==> src/rtl/mult_pkg.sv <==
// Shared definitions for the shift-add fixed-point multiplier.
package mult_pkg;

  localparam int unsigned DEF_WIDTH = 10;
  localparam int unsigned DEF_FRAC  = 0;

  typedef enum logic [1:0] {
    IDLE = 2'd0,
    CALC = 2'd1,
    DONE = 2'd2
  } state_t;

endpackage

==> src/rtl/mult_data_path.sv <==
// Operand, accumulator, counter and result registers for the shift-add multiplier.
module mult_data_path
  import mult_pkg::*;
#(
  parameter int unsigned WIDTH = DEF_WIDTH,
  parameter int unsigned FRAC  = DEF_FRAC
) (
  input  logic             clk,
  input  logic             rst_n,
  input  logic             sclr,
  input  logic [WIDTH-1:0] a_in,
  input  logic [WIDTH-1:0] b_in,
  input  logic             load,
  input  logic             add_en,
  input  logic             shift,
  input  logic             cnt_en,
  input  logic             out_load,
  output logic             zero_in,
  output logic             cnt_done,
  output logic [WIDTH-1:0] p_out,
  output logic             ovf,
  output logic             zro
);

  localparam int unsigned CNT_W = (WIDTH > 1) ? $clog2(WIDTH) : 1;

  logic [WIDTH-1:0]   a_q;
  logic [WIDTH-1:0]   q_q;
  logic [WIDTH:0]     acc_q;
  logic [CNT_W-1:0]   cnt_q;
  logic [WIDTH:0]     addend;
  logic [WIDTH:0]     sum;
  logic [2*WIDTH-1:0] f_nx;
  logic [WIDTH-1:0]   p_nx;

  assign addend   = (add_en && q_q[0]) ? {1'b0, a_q} : '0;
  assign sum      = acc_q + addend;
  // Full product as it will stand after this edge's add and shift.
  assign f_nx     = {sum, q_q[WIDTH-1:1]};
  assign p_nx     = WIDTH'(f_nx >> FRAC);
  assign zero_in  = (a_in == '0) || (b_in == '0);
  assign cnt_done = (cnt_q == CNT_W'(WIDTH - 1));

  always_ff @(posedge clk or negedge rst_n) begin
    if (!rst_n) begin
      a_q   <= '0;
      q_q   <= '0;
      acc_q <= '0;
      cnt_q <= '0;
    end else if (sclr) begin
      a_q   <= '0;
      q_q   <= '0;
      acc_q <= '0;
      cnt_q <= '0;
    end else if (load) begin
      a_q   <= a_in;
      q_q   <= b_in;
      acc_q <= '0;
      cnt_q <= '0;
    end else begin
      if (shift) begin
        acc_q <= {1'b0, sum[WIDTH:1]};
        q_q   <= {sum[0], q_q[WIDTH-1:1]};
      end
      if (cnt_en) begin
        cnt_q <= cnt_q + CNT_W'(1);
      end
    end
  end

  // Result registers hold until the next out_load.
  always_ff @(posedge clk or negedge rst_n) begin
    if (!rst_n) begin
      p_out <= '0;
      ovf   <= 1'b0;
      zro   <= 1'b0;
    end else if (sclr) begin
      p_out <= '0;
      ovf   <= 1'b0;
      zro   <= 1'b0;
    end else if (out_load) begin
      if (load) begin
        p_out <= '0;
        ovf   <= 1'b0;
        zro   <= 1'b1;
      end else begin
        p_out <= p_nx;
        ovf   <= |(f_nx >> (FRAC + WIDTH));
        zro   <= (p_nx == '0);
      end
    end
  end

endmodule

==> src/rtl/multiplier_controller.sv <==
// Sequencing FSM for the shift-add multiplier; mirrors the divider handshake.
module multiplier_controller
  import mult_pkg::*;
(
  input  logic clk,
  input  logic rst_n,
  input  logic sclr,
  input  logic start,
  input  logic zero_in,
  input  logic cnt_done,
  output logic load,
  output logic add_en,
  output logic shift,
  output logic cnt_en,
  output logic out_load,
  output logic busy,
  output logic valid
);

  state_t state, state_nx;

  // State register; busy/valid are registered decodes of the next state.
  always_ff @(posedge clk or negedge rst_n) begin
    if (!rst_n) begin
      state <= IDLE;
      busy  <= 1'b0;
      valid <= 1'b0;
    end else if (sclr) begin
      state <= IDLE;
      busy  <= 1'b0;
      valid <= 1'b0;
    end else begin
      state <= state_nx;
      busy  <= (state_nx == CALC);
      valid <= (state_nx == DONE);
    end
  end

  always_comb begin
    state_nx = state;
    load     = 1'b0;
    add_en   = 1'b0;
    shift    = 1'b0;
    cnt_en   = 1'b0;
    out_load = 1'b0;
    case (state)
      IDLE, DONE: begin
        if (start) begin
          load = 1'b1;
          // A zero operand short-circuits straight to a zero result.
          if (zero_in) begin
            out_load = 1'b1;
            state_nx = DONE;
          end else begin
            state_nx = CALC;
          end
        end else begin
          state_nx = IDLE;
        end
      end
      CALC: begin
        add_en = 1'b1;
        shift  = 1'b1;
        cnt_en = !cnt_done;
        if (cnt_done) begin
          out_load = 1'b1;
          state_nx = DONE;
        end
      end
      default: state_nx = IDLE;
    endcase
  end

endmodule

==> src/rtl/multiplier.sv <==
// Sequential unsigned fixed-point multiplier: p = (a*b) >> FRAC, one bit per clock.
module multiplier
  import mult_pkg::*;
#(
  parameter int unsigned WIDTH = DEF_WIDTH,
  parameter int unsigned FRAC  = DEF_FRAC
) (
  input  logic             clk,
  input  logic             rst_n,
  input  logic             sclr,
  input  logic             start,
  input  logic [WIDTH-1:0] a_in,
  input  logic [WIDTH-1:0] b_in,
  output logic [WIDTH-1:0] p_out,
  output logic             ovf,
  output logic             zro,
  output logic             busy,
  output logic             valid
);

  logic load, add_en, shift, cnt_en, out_load, zero_in, cnt_done;

  multiplier_controller u_ctrl (
    .clk      (clk),
    .rst_n    (rst_n),
    .sclr     (sclr),
    .start    (start),
    .zero_in  (zero_in),
    .cnt_done (cnt_done),
    .load     (load),
    .add_en   (add_en),
    .shift    (shift),
    .cnt_en   (cnt_en),
    .out_load (out_load),
    .busy     (busy),
    .valid    (valid)
  );

  mult_data_path #(
    .WIDTH (WIDTH),
    .FRAC  (FRAC)
  ) u_dp (
    .clk      (clk),
    .rst_n    (rst_n),
    .sclr     (sclr),
    .a_in     (a_in),
    .b_in     (b_in),
    .load     (load),
    .add_en   (add_en),
    .shift    (shift),
    .cnt_en   (cnt_en),
    .out_load (out_load),
    .zero_in  (zero_in),
    .cnt_done (cnt_done),
    .p_out    (p_out),
    .ovf      (ovf),
    .zro      (zro)
  );

endmodule

==> config.mk <==
export PLATFORM = sky130hd
export DESIGN_NAME = multiplier
export DESIGN_NICKNAME = d
export VERILOG_FILES = /design/src/rtl/mult_pkg.sv /design/src/rtl/mult_data_path.sv /design/src/rtl/multiplier_controller.sv /design/src/rtl/multiplier.sv
export SDC_FILE = /design/constraint.sdc
export NUM_CORES = 1
export LEC_CHECK = 0
export CORE_ASPECT_RATIO = 1.4
export CORE_UTILIZATION = 31
export DETAILED_ROUTE_END_ITERATION = 12
export DONT_BUFFER_PORTS = 1
export GPL_ROUTABILITY_DRIVEN = 0
export GPL_TIMING_DRIVEN = 0
export PLACE_DENSITY = 0.51
export SYNTH_ARGS = -nofsm -noshare
export SYNTH_HDL_FRONTEND = slang
export SYNTH_HIERARCHICAL = 1
export SYNTH_SLANG_ARGS = --single-unit
==> constraint.sdc <==
create_clock -name clk -period 6.45 [get_ports clk]
set_input_delay 1.29 -clock clk [delete_from_list [all_inputs] [get_ports clk]]
set_output_delay 1.29 -clock clk [all_outputs]
set_load 0.005 [all_outputs]
==> flow_summary.ini, run 1 <==
[global_route]
antenna_found_initial = 0
grt_use_total_pct = 14.4
grt_pass1_wl_um = 10800
gr-total-overflow = 0
grt_max_degree = 51
grt_pass1_vias = 2109

[layout]
drive_above_1_share_pct = 5.32
antenna_cells = 0
syn2layout_area_growth_pct = 9.85
layout.nets = 337

[sta]
slew_viol_final = 0
whs_ns = 0.515
setup_tns_ns = 0
setup_viol = 0
period_share_pct = 62.4
period_minus_slack_ns = 4.03
setup_ws_ns = 2.42
finalClockSkew_ns = 0.00973
relSlewSlack_pct = 52.5
tightestPinTransition_ns = 0.703
grt_setup_unrepaired = no
fmax_mhz = 248
hold_violations = 0

[setup_path]
critPathMaxFanout = 5
crit_required_ns = 6.63
path_class = primary input to register
end_kind = register
worstPathArrival_ns = 4.21
startpoint_type = primary input

[floorplanning]
dieArea_sq_um = 9570
io_pins = 38
rows = 41
initial_core_util_pct = 31.7
core-area_sq_um = 8980
die_y_um = 115
fp.dieW_um = 83.0

[drt]
firstDrtPassIters = 4
detail-route-antenna-nets = 0
vias = 2164
finalWirelength_um = 6600
route.detailed.drc = 0
routed_via_density = 5.30
drt_iter0_markers = 111
wl_per_cell_um = 16.2

[cts]
clock-root-buffer = clkbuf_16
ctsHoldBuffers = 0
tritoncts = done
htree_levels = 2
insertion_delay_ns = 0.30
path_clk_slew_ns = 0.07
clock-sinks = 50
ctsResizeCount = 0
numCtsBuffers = 5
postCtsSetupRepairBufs = 0
clockBufferDepth = 2

[placed_design]
place_hpwl_um = 4820
pre_cts_slack_ns = 2.03
io_buffers = 0

[status]
status = finished, final reports clean

[yosys]
yosys-top-cells-count = nor2_1 (51), dfrtp_1 (50), mux2i_1 (28)
synthArstFlopShare_pct = 100
netlist_area_sq_um = 2840
syn-num-nets = 330
synth_area_leader_cell = dfrtp_1
yosysTopAreaCellShare_pct = 44.0
syn_inst = 293
yosysUniqueCellTypes = 45
yosys-top-cells-area = dfrtp_1 (44%), mux2i_1 (9.9%), nor2_1 (6.7%), ha_1 (5.3%), a21oi_1 (4.4%)
synth_edf_count = 0
synth.most_common_cell = nor2_1
synth_flop_cell = dfrtp_1
seq_area_frac_synth_pct = 44.0
syn_avg_cell_area_sq_um = 9.71
yosysWarnings = 6
yosys_register_bits = 50

[job]
drv_cap = 0

[power_and_ir_drop]
ir_worst_vdd_mv = 0.184
p_leak_nw = 1.43
power_density_nw_per_um2 = 219

[hold_path]
min_path_type = register to register
state kept, by name (all words and copies together), names as in the netlist:
name and flops:
u_dp/q_q 10, u_dp/zro 1, u_dp/ovf 1, u_dp/acc_q 10, u_ctrl/valid 1, u_dp/cnt_q 4, u_dp/a_q 10, u_ctrl/state 2
u_dp/p_out 10, u_ctrl/busy 1
cell families after synthesis:
logic type / share of synthesized area, %
xor+xnor: 2.77
flops: 44.0
fa+ha+maj: 5.98
mux: 10.6
simple gates: 21.2
buf+inv: 3.04
compound gates: 12.4
placed cells by master (no fill, tap or decap), types with 4 or more instances in the layout:
cell / instances
nor2_1: 51
dfrtp_1: 50
mux2i_1: 28
a21oi_1: 25
nand2b_1: 15
clkbuf_1: 13
ha_1: 12
and3_1: 11
nand3b_1: 10
clkbuf_16: 5
nor4_1: 5
nand3_1: 5
xnor2_1: 5
o21ai_0: 5
inv_1: 4
nand2_1: 4
buf_1: 4
a211oi_1: 4
xor2_1: 4
routing by layer:
layer | global-route usage (%) | wire, um | up-vias
li1 | - | - | 1057
met1 | 18.0 | 2980 | 1062
met2 | 24.8 | 3300 | 39
met3 | 2.58 | 219 | 6
met4 | 5.17 | 93 | 0
met5 | 0 | 0 | -
path summary, 6_finish.rpt:
check                                 from      endpoint  slack, ns  cells after the start
min                            u_dp/a_q[4]   u_dp/a_q[4]       0.51                      2
max in group asynchronous            rst_n   u_dp/a_q[2]       5.65                      0
min reg2reg                    u_dp/a_q[4]   u_dp/a_q[4]       0.51                      2
max                                b_in[2]      u_dp/ovf       2.42                      9
max reg2reg                u_ctrl/state[0]      u_dp/ovf       3.32                     10
min in group asynchronous            rst_n  u_ctrl/valid       0.68                      0
area by class of cell:
type / instances / area, sq um
Fill cell: 921 / 5850
Sequential cell: 50 / 1250
Tap cell: 107 / 134
Buffer: 18 / 71.3
Clock buffer: 5 / 125
Multi-Input combinational cell: 221 / 1510
Inverter: 4 / 15.0
Clock inverter: 3 / 21.3
report_power, final:
group	leakage [nW]	total (W)	internal, W	switching (W)
clock network	0.0698	0.000267	0.000144	0.000123
logic	0.681	0.0000817	0.0000347	0.0000470
registers	0.684	0.000337	0.000326	0.0000112
per-stage QoR:
step | total power, W | std cells | cell area, sq um | util (%)
detailed placement | 0.000425 | 400 | 2980 | 33.2
floorplan | 0.000406 | 293 | 2840 | -
CTS | 0.000694 | 408 | 3120 | 34.8
global placement | 0.000424 | 400 | 2980 | 33.2
global route | 0.000716 | 408 | 3120 | 34.8
finish | 0.000686 | 408 | 3120 | 34.8
critical path, cell delays in order:
cell and delay, ns:
or4_1 0.52, o41ai_1 0.66, nand2_1 0.20, o2bb2ai_1 0.36
nand2b_1 0.18, nor2_1 0.05, a2111oi_0 0.42, nand4_1 0.19
o41a_1 0.33
Note: power is estimated with default switching activity, not from simulation.
==> inputs of run 2 (changes only) <==
- PLACE_DENSITY: 0.51 -> 0.52
- clock period: 6.45 -> 3.5 ns (I/O delays scaled with it)
==> run 2 against run 1 <==
Cell count unchanged. Sequential power increased by 84%. Register-to-register slack got worse by 2.9 ns. Power rose by 93%. Flip-flop and latch count did not move. Critical endpoint unchanged. Largest cell class unchanged. Highest routed layer unchanged.
==> flow_summary.ini, run 2 (synthesis gave the netlist of run 1 again) <==
[status]
status = finished, final reports clean

[floorplanning]
core-area_sq_um = 8980
dieArea_sq_um = 9570
fp.dieW_um = 83.0
initial_core_util_pct = 31.7
rows = 41
die_y_um = 115
io_pins = 38

[setup_path]
worstPathArrival_ns = 3.37
cp_slowest_cell = or4_1
crit_required_ns = 3.68
crit_path_max_incr_delay_ns = 0.53
end_kind = register
startpoint_type = primary input
worstReg2RegStart = u_ctrl/state[0]
path_class = primary input to register
critPathMaxFanout = 5
path_cells = or4_1, o41ai_2, nand2_1, o2bb2ai_1, nand2b_1, nor2_1, a2111oi_0, nand4_1, o41a_1
crit_path_start = b_in[2]

[layout]
final_common_cell = nor2_1
final_core_util_pct = 35.1
drive_above_1_share_pct = 4.98
final_cell_mix = nor2_1 (51), dfrtp_1 (50), mux2i_1 (28)
syn2layout_area_growth_pct = 10.7
layout.nets = 337
antenna_cells = 0
fin_cells = 408

[sta]
hold_violations = 0
grt_setup_unrepaired = no
relSlewSlack_pct = 51.3
tightestPinTransition_ns = 0.730
setup_viol = 0
finalClockSkew_ns = 0.00470
period_minus_slack_ns = 3.19
slew_viol_final = 0
whs_ns = 0.0947
setup_ws_ns = 0.306
period_share_pct = 91.3
fmax_mhz = 313

[placed_design]
place_hpwl_um = 4780
pre_cts_slack_ns = -0.263
io_buffers = 0
place_inst = 400

[power_and_ir_drop]
power_frac_clock_pct = 41.7
ir_worst_vdd_mv = 0.280
swShare_pct = 24.3
power.total_w = 0.00133
seqPwrFrac_pct = 46.9
p_int_w = 0.00100
power_density_nw_per_um2 = 421
comb_power_share_pct = 11.4
p_leak_nw = 1.45
p_sw_w = 0.000322

[cts]
htree_levels = 2
insertion_delay_ns = 0.29
numCtsBuffers = 5
clock-sinks = 50
tritoncts = done
clock-root-buffer = clkbuf_16
path_clk_slew_ns = 0.07
clockBufferDepth = 2

[global_route]
grt_pass1_vias = 2109
grt_use_total_pct = 14.1
gr-total-overflow = 0
grt_pass1_wl_um = 10500
antenna_found_initial = 0
grt_max_degree = 51

[drt]
vias = 2124
detail-route-antenna-nets = 0
firstDrtPassIters = 4
routed_via_density = 5.21
wl_per_cell_um = 16.0
drt_iter0_markers = 104
finalWirelength_um = 6530
route.detailed.drc = 0

[hold_path]
min_path_type = primary input to asynchronous set/reset pin

[job]
drv_cap = 0
run 2: cell types whose count changed in the layout (fill, tap and decap cells not counted), sizes merged:
cell,previous run,this run
bufinv,0,1
clkinvlp,1,0
clkinv,2,0
clkbuf,18,20
run 2: metal layers:
layer / vias up / part of all wire, % / global-route usage, % / wire length, um
met5: - / 0 / 0 / 0
met2: 34 / 50 / 24.4 / 3260
met1: 1024 / 45 / 17.0 / 2920
met4: 0 / 2.0 / 6.32 / 131
li1: 1057 / - / - / -
met3: 9 / 3.2 / 2.80 / 211
run 2: worst paths after layout:
kind                                   endpoint  slack [ns]  depth (start not counted)
worst min register to register      u_dp/a_q[0]        0.52                          2
worst min-delay path                u_ctrl/busy        0.09                          0
min in group clk                u_ctrl/state[0]        0.50                          1
max in group asynchronous           u_dp/a_q[6]        3.29                          0
worst max-delay path                   u_dp/ovf        0.31                          9
worst max register to register         u_dp/ovf        0.37                         10
run 2: layout make-up:
class,count,area [sq um]
fillers,901,5830
multi-input cells,221,1510
well taps,107,134
clock buffers,7,133
clock inverters,1,30.0
plain buffers,18,71.3
flip-flops and latches,50,1250
inverters,4,15.0
run 2: timing repair:
action                                  4_1_cts  5_1_grt
gates resized for setup                       0        1
setup buffers                                 0        0
endpoints found under the setup margin        0        1
hold buffers                                  0        0
hold endpoints to repair                      0        0
run 2: power groups by stage:
stage,combinational [W],sequential (W),clock (W)
after CTS,0.000152,0.000621,0.000570
after detailed placement,0.000152,0.000632,0
after floorplan,0.000122,0.000625,0
after global routing,0.000170,0.000624,0.000589
after global placement,0.000149,0.000632,0
final,0.000151,0.000621,0.000553
run 2: critical path: cells and delay by family:
| family | cells | cell delay [ns] |
|---|---|---|
| compound gates | 4 | 1.56 |
| simple gates | 5 | 1.11 |
run 2: metrics by stage:
| stage | setup TNS [ns] | cell area [sq um] |
|---|---|---|
| after global placement | -0.240 | 2980 |
| after CTS | 0 | 3140 |
| after global routing | 0 | 3150 |
| final | 0 | 3150 |
| after detailed placement | -0.263 | 2980 |
| after floorplan | 0 | 2840 |
==> inputs of run 3 (changes only) <==
--- a/config.mk
+++ b/config.mk
@@ -12,5 +12,5 @@
 export GPL_ROUTABILITY_DRIVEN = 0
 export GPL_TIMING_DRIVEN = 0
-export PLACE_DENSITY = 0.52
+export PLACE_DENSITY = 0.51
 export SYNTH_ARGS = -nofsm -noshare
 export SYNTH_HDL_FRONTEND = slang
==> constraint.sdc (replaced) <==
create_clock -name clk -period 3.1 [get_ports clk]
set_input_delay 0.62 -clock clk [delete_from_list [all_inputs] [get_ports clk]]
set_output_delay 0.62 -clock clk [all_outputs]
set_load 0.02 [all_outputs]
==> run 3 against run 2 <==
Combinational power is 18% higher. Sequential power is 14% higher. Cell area is 1.9% higher. Worst hold slack worse by 0.074 ns. Utilization is 0.68 points higher. First-iteration DRC count is 14% lower. Worst setup slack worse by 0.16 ns. Critical path type unchanged. Critical endpoint unchanged.
==> flow_summary.ini, run 3 (synthesis gave the netlist of run 1 again) <==
[global_route]
grt_use_total_pct = 14.3
gr-total-overflow = 0
grt_pass1_vias = 2109
grt_pass1_wl_um = 10800
grt_max_degree = 51
antenna_found_initial = 0

[cts]
clock-sinks = 50
htree_levels = 2
insertion_delay_ns = 0.30
tritoncts = done
postCtsSetupRepairBufs = 0
clock-root-buffer = clkbuf_16
numCtsBuffers = 5
path_clk_slew_ns = 0.07
clockBufferDepth = 2

[layout]
final_cell_mix = nor2_1 (51), dfrtp_1 (49), mux2i_1 (28)
layout.nets = 339
syn2layout_area_growth_pct = 12.8
antenna_cells = 0
drive_above_1_share_pct = 7.26
final_common_cell = nor2_1

[sta]
setup_viol = 0
grt_setup_unrepaired = no
period_minus_slack_ns = 2.96
relSlewSlack_pct = 52.3
whs_ns = 0.0204
period_share_pct = 95.4
finalClockSkew_ns = 0.00950
setup_tns_ns = 0
fmax_mhz = 338
tightestPinTransition_ns = 0.716
slew_viol_final = 0
hold_violations = 0

[floorplanning]
core-area_sq_um = 8980
dieArea_sq_um = 9570
initial_core_util_pct = 31.7
die_y_um = 115
io_pins = 38
fp.dieW_um = 83.0
rows = 41

[status]
status = finished, final reports clean

[setup_path]
worstReg2RegEnd = u_dp/ovf
worstReg2RegStart = u_ctrl/state[0]
ff2ff_setup_slack_ns = 0.20
end_kind = register
worstPathArrival_ns = 3.14
startpoint_type = primary input
critPathMaxFanout = 5
crit_required_ns = 3.28
rr_worst_depth = 10
path_class = primary input to register

[drt]
drt_iter0_markers = 89
wl_per_cell_um = 16.1
routed_via_density = 5.29
detail-route-antenna-nets = 0
finalWirelength_um = 6620
route.detailed.drc = 0
vias = 2170
firstDrtPassIters = 4

[power_and_ir_drop]
ir_worst_vdd_mv = 0.384
p_leak_nw = 1.48
power_density_nw_per_um2 = 448

[placed_design]
io_buffers = 0
place_hpwl_um = 4820

[hold_path]
min_path_type = primary input to asynchronous set/reset pin

[job]
drv_cap = 0
## run 3: changes by cell type in the layout (fill, tap and decap cells not counted), sizes merged
| cell | before | now |
|---|---|---|
| bufinv | 1 | 0 |
| clkbuf | 20 | 18 |
| clkinv | 0 | 2 |
| clkinvlp | 0 | 1 |
| dlygate4sd3 | 0 | 2 |
## run 3: area by class of cell
type,count,area (sq um)
Inverter,4,15.0
Clock buffer,5,125
Timing Repair Buffer,2,20.0
Sequential cell,50,1250
Buffer,18,71.3
Clock inverter,3,21.3
Multi-Input combinational cell,221,1570
Fill cell,911,5770
Tap cell,107,134
## run 3: metal layers
metal / wire length (um) / track usage [%] / up-vias
li1: - / - / 1064
met5: 0 / 0 / -
met1: 2970 / 18.0 / 1055
met4: 93 / 5.17 / 0
met2: 3310 / 24.8 / 45
met3: 243 / 2.58 / 6
## run 3: timing repair
item                                   CTS  global route
gates cloned                             0             0
hold buffers                             0             2
resized for setup                        4             6
setup endpoints to repair                1             1
endpoints found under the hold margin    0             5
## run 3: metrics by stage
step                      util, %  power, W  area [sq um]  std cells  setup slack (ns)
after floorplan                 -  0.000846          2840        293             0.162
after global placement       33.2  0.000884          2980        400            -0.641
after detailed placement     33.2  0.000886          2980        400            -0.655
after CTS                    35.1   0.00145          3150        408            0.0195
after global routing         35.7   0.00150          3210        410            0.0317
final                        35.7   0.00144          3210        410             0.144
## run 3: critical path, stage by stage
cell and delay, ns:
or4_1 0.58, o41ai_4 0.42, nand2_1 0.20, o2bb2ai_4 0.22, nand2b_1 0.15, nor2_1 0.05, a2111oi_1 0.37, nand4_1 0.19
o41a_1 0.33
## run 3: how the worst max path moves through the flow
stage	slack, ns	from	endpoint	cells past startpoint
floorplan	0.16	b_in[2]	u_dp/ovf	9
global placement	-0.64	b_in[2]	u_dp/ovf	9
detailed placement	-0.65	b_in[2]	u_dp/ovf	9
CTS	0.02	u_ctrl/state[0]	u_dp/ovf	10
global route	0.03	u_ctrl/state[0]	u_dp/ovf	10
finish	0.14	b_in[2]	u_dp/ovf	9
## run 3: where the power goes
| group | switching (W) | internal (W) | total, W |
|---|---|---|---|
| combinational | 0.000102 | 0.0000754 | 0.000178 |
| sequential | 0.0000266 | 0.000679 | 0.000705 |
| clock | 0.000254 | 0.000299 | 0.000554 |
